===== config.mk =====
export PLATFORM = sky130hd
export DESIGN_NAME = tff_sync_counter
export DESIGN_NICKNAME = d
export VERILOG_FILES = /design/src/rtl/tff_sync_counter.sv
export SDC_FILE = /design/constraint.sdc
export NUM_CORES = 1
export LEC_CHECK = 0
export BUFFER_PORTS_ARGS = -buffer_cell sky130_fd_sc_hd__buf_2
export CAP_MARGIN = 10
export CORE_AREA = 2 2 39 41
export CTS_CLUSTER_SIZE = 24
export DETAILED_ROUTE_END_ITERATION = 6
export DIE_AREA = 0 0 41 43
export PLACE_DENSITY_LB_ADDON = 0.05
export SKIP_LAST_GASP = 1
export SYNTH_ARGS = -nofsm -noshare
export SYNTH_HDL_FRONTEND = slang
export SYNTH_SLANG_ARGS = --single-unit

===== constraint.sdc =====
create_clock -name clk -period 2 [get_ports clk]
set_input_delay 0.1 -clock clk [delete_from_list [all_inputs] [get_ports clk]]
set_output_delay 0.1 -clock clk [all_outputs]
set_load 0.005 [all_outputs]

===== src/rtl/tff_sync_counter.sv =====
// rtl/tff_sync_counter.sv - modulo-(MAX+1) up/down counter exporting per-bit T-flop toggle enables
// Terminal count gates a registered wrap pulse; load clips to MAX and never counts as a wrap.
module tff_sync_counter #(
   parameter int WIDTH = 4,
   parameter int MAX   = 2**WIDTH - 1
) (
   input  logic             clk,
   input  logic             rst,
   input  logic             en,
   input  logic             up,
   input  logic             load,
   input  logic [WIDTH-1:0] d,
   output logic [WIDTH-1:0] q,
   output logic [WIDTH-1:0] qb,
   output logic [WIDTH-1:0] t,
   output logic             tc,
   output logic             wrap
);

   localparam logic [WIDTH-1:0] MAX_V = WIDTH'(MAX);
   localparam logic [WIDTH-1:0] ONE_V = WIDTH'(1);

   logic [WIDTH-1:0] q_q, q_d;
   logic             wrap_q, wrap_d;
   logic             at_max, at_zero, tc_raw;

   always_comb begin
      at_max  = (q_q == MAX_V);
      at_zero = (q_q == '0);
      tc_raw  = en & ~load & (up ? at_max : at_zero);

      q_d = q_q;
      if (load) begin
         q_d = (d > MAX_V) ? MAX_V : d;
      end else if (en) begin
         if (up) begin
            q_d = at_max ? '0 : q_q + ONE_V;
         end else begin
            q_d = at_zero ? MAX_V : q_q - ONE_V;
         end
      end

      // Outputs are forced quiet while reset is held so downstream T cells stay cleared.
      tc     = tc_raw & ~rst;
      t      = rst ? '0 : (q_q ^ q_d);
      wrap_d = tc;
   end

   always_ff @(posedge clk or posedge rst) begin
      if (rst) begin
         q_q    <= '0;
         wrap_q <= 1'b0;
      end else begin
         q_q    <= q_d;
         wrap_q <= wrap_d;
      end
   end

   assign q    = q_q;
   assign qb   = ~q_q;
   assign wrap = wrap_q;

endmodule


==> Flow_metrics.wiki <==
{| class="wikitable"
! Metric !! Value
|-
| Clk Tree Root Cell || clkbuf_4
|-
| Transition time at the pin with the least slew margin || 0.529 ns
|-
| Global routing met3 resource utilization || 0.0628
|-
| Die extent in y || ~43 um
|-
| Result of the run || completed
|-
| Power density over the cells || around 650 nW/um^2
|-
| Number of standard cells in the final layout excluding fillers || roughly 100
|-
| Max-slew headroom || 0.638
|-
| Worst-path clk slew || 0.04 ns
|-
| First-pass GRT wire length || 1.73 mm
|-
| Cell area after synthesis || between 400 and 500 sq um
|-
| Estimated wirelength of the detail-placed design || 935 um
|-
| Total setup violations reported at the end of the flow || 0
|-
| Number of antenna-violating nets in the routed design || 0
|-
| Share of layout cells above drive strength 1 || 0.477
|-
| Count of pins on the block boundary || 23
|-
| Final estimated routing congestion in global placement || around 0.75
|-
| Maximum capacitance violations || 0
|-
| Post-synthesis sequential area ratio || 0.265
|-
| Area overhead of the layout relative to synthesis || 46.9%
|-
| F_max || roughly 520 MHz
|-
| Clk_skew || 0.00278 ns
|-
| Post-synthesis average cell area || between 8 and 9 sq um
|-
| Vias per Instance || approximately 4.9
|-
| EDFF count, synth || 0
|-
| Core outline area || roughly 1400 sq um
|-
| Count of H-tree levels built during CTS || 1
|-
| Depth of the most critical reg-to-reg path || 3
|-
| Power, Total || about 0.45 mW
|-
| Type of the most critical hold path || input pin to flip-flop
|-
| Die boundary width || between 40 and 50 um
|-
| Critical path class || flip-flop to output port
|-
| DR DRC count || 0
|-
| Static Leakage || roughly 0.36 nW
|-
| Type of element launching the critical path || flip-flop
|-
| Initial standard-cell utilization of the core || 0.341
|-
| Post-route minimum period || 1.93 ns
|-
| DP Cell Count || 96
|-
| Reg2reg start || q[1]
|-
| Clk pwr share || 0.263
|-
| Final core utilization || 0.501
|-
| Met1 layer usage reported by global route || 0.184
|-
| Most congested layer reported by global routing || met2
|-
| Capture point of the critical path || t[3]
|-
| Via count of the first global-routing pass || a little under 400
|-
| Total number of nets in the final design || 100
|-
| Synth Flop Type || dfrtp_1
|-
| Capturing point of the worst reg2reg path || wrap
|-
| Largest family of logic cells by synthesized area || compound AO/OA/AOI/OAI gates
|-
| Final count of hold timing violations || 0
|-
| Count of warnings emitted by yosys || 0
|-
| Diode count || 0
|-
| Total clock sinks || 5
|-
| TritonCTS clock tree || built
|-
| Number of rows in the core area || 14
|-
| Post-synthesis share of cell area spent on full adders, half adders and majority gates || 0.0531
|-
| Start point of the critical path || q[0]
|-
| Register-to-register path setup slack || about 0.52 ns
|-
| Sequential power share || 0.290
|-
| Per-cell routed wire length || 11.8 um
|-
| Die outline area || roughly 1800 sq um
|-
| GRT Util Overall || 0.149
|-
| Worst ir drop on vdd || 0.000328 V
|-
| Switching part of the total power || 0.341
|-
| Post-route fraction of the period consumed by the critical path || 0.965
|-
| Clk buf depth || 2
|-
| Max-slew violation total from the final report || 0
|-
| Number of port buffers || 22
|-
| Fraction of the mapped netlist area in compound gates || 0.236
|-
| Cell Int Power || 0.295 mW
|-
| Iter 0 DRT Violations || 11
|-
| Xor/xnor cell area share of the yosys netlist || 0.0743
|-
| Combinational Power Share || 0.447
|-
| Required time of the critical path || about 1.9 ns
|-
| Number of nets produced by synthesis || slightly below 70
|-
| Critical Path AT || between 1.5 and 2 ns
|-
| TritonCTS buffer count || 3
|-
| Count of mapped cells out of synthesis || 57
|-
| GRT Residual Overflow || 0
|-
| Register bit count reported by yosys || 5
|-
| Routed WL || between 1 and 1.5 mm
|-
| Initial antenna violation count || 0
|-
| Post-synthesis simple-gate area fraction || 0.204
|-
| Clock latency on the worst-skew pair || 0.24 ns
|-
| Sw Pwr || 0.153 mW
|-
| Met2 Resource Use GR || 0.219
|-
| Filler cell count || 146
|-
| Unique cell type count in the Yosys netlist || 27
|-
| Via count of the routed design || 506
|-
| Asr flop ratio synth || 1.00
|-
| Largest net degree at the start of global routing || 12
|-
| Share of cell area taken by muxes after synthesis || 0.0849
|-
| TritonRoute pass-1 iters || 4
|-
| Crit Path Max Fanout || 6
|-
| Crit. End Element || output port
|-
| Unrepaired setup endpoints after global routing || true
|}
[per-stage QoR]
step | setup WS, ns | setup TNS [ns] | hold WS [ns] | cell area [sq um]
2_1_floorplan | 0.288 | 0 | -0.121 | 472
3_3_place_gp | 0.227 | 0 | 0.0907 | 612
3_5_place_dp | 0.228 | 0 | 0.0838 | 612
4_1_cts | 0.0243 | 0 | 0.110 | 656
5_1_grt | -0.0152 | -0.0176 | 0.134 | 693
6_report | 0.0703 | 0 | 0.137 | 693
[power by group through the flow]
stage | clock network, mW | registers [mW] | logic (mW)
3_5_place_dp | 0 | 0.131 | 0.177
6_report | 0.118 | 0.130 | 0.200
4_1_cts | 0.123 | 0.128 | 0.187
2_1_floorplan | 0 | 0.132 | 0.106
5_1_grt | 0.130 | 0.132 | 0.225
3_3_place_gp | 0 | 0.131 | 0.179
[Yosys cell counts (all sizes together), types with 2 or more instances]
cell type	number	area share
a21oi	2	0.021
buf	2	0.027
a2111oi	2	0.050
nor2	7	0.056
ha	2	0.053
mux2	2	0.064
o21ai	4	0.042
nand4	2	0.027
nand3	3	0.042
nand2	5	0.040
inv	7	0.056
xnor2	4	0.074
dfrtp	5	0.27
[critical path, cell delays in order, from the launching register on]
cell	delay, ns
dfrtp_1	0.39
buf_4	0.16
nand3_1	0.09
xnor2_1	0.14
a21oi_1	0.19
o221a_4	0.21
mux2_4	0.29
buf_2	0.12
[state kept, by name (all words and copies together), names as in the netlist]
register,flops
q,4
wrap,1
[cell type report]
| cell class | instances | area, sq um | share of cell area |
|---|---|---|---|
| clock buffer | 4 | 26.3 | 0.0379 |
| sequential | 5 | 125 | 0.181 |
| tap | 16 | 20.0 | 0.0289 |
| timing repair buffer | 29 | 165 | 0.238 |
| inverter | 7 | 26.3 | 0.0379 |
| multi-input combinational | 43 | 330 | 0.477 |
[worst min path at each step]
stage / depth (start not counted) / end / start / slack (ns)
5_1_grt: 3 / q[2] / d[2] / 0.13
3_3_place_gp: 2 / q[3] / rst / 0.09
4_1_cts: 3 / q[2] / d[2] / 0.11
6_report: 3 / q[2] / d[2] / 0.14
3_5_place_dp: 2 / q[2] / rst / 0.08
2_1_floorplan: 1 / q[0] / rst / -0.12
[placed cells by master (no fill, tap or decap)]
cell	count
o221a_4	1
o21bai_1	1
ha_2	1
clkbuf_4	3
a211oi_1	1
buf_4	6
inv_1	4
o21a_1	1
a31oi_1	1
nand3_1	2
a21oi_1	2
mux2_4	2
a2111oi_2	1
a2111oi_0	1
mux2i_1	1
nor2_1	7
xnor2_2	1
and3_1	1
clkbuf_1	1
o21ai_1	2
ha_4	1
inv_2	3
nand4_1	2
dfrtp_1	5
nand2b_1	1
nand2_1	5
nor4_1	1
a211o_1	1
dlygate4sd3_1	1
nand3_2	1
buf_2	22
o21ai_0	2
xnor2_1	3
[kinds of logic (layout without fill, tap and decap cells)]
| kind of cell | Yosys count | in the layout |
|---|---|---|
| simple gates | 20 | 20 |
| xor+xnor | 4 | 4 |
| mux | 3 | 3 |
| compound gates | 14 | 14 |
| buf+inv | 9 | 40 |
| flops | 5 | 5 |
| fa+ha+maj | 2 | 2 |
[timing repair]
item                                    in CTS  in global routing
pin swaps                                    0                  2
endpoints found under the hold margin        5                  0
gates resized for setup                      1                  7
hold buffers                                 1                  0
endpoints found under the setup margin       2                  3
setup buffers                                1                  2
[layer usage]
metal | wire, um | share of wire
met1 | 513 | 0.42
met2 | 622 | 0.50
met4 | 13 | 0.011
met5 | 0 | 0
met3 | 83 | 0.067
No activity file was read; power rests on OpenSTA's default activity.
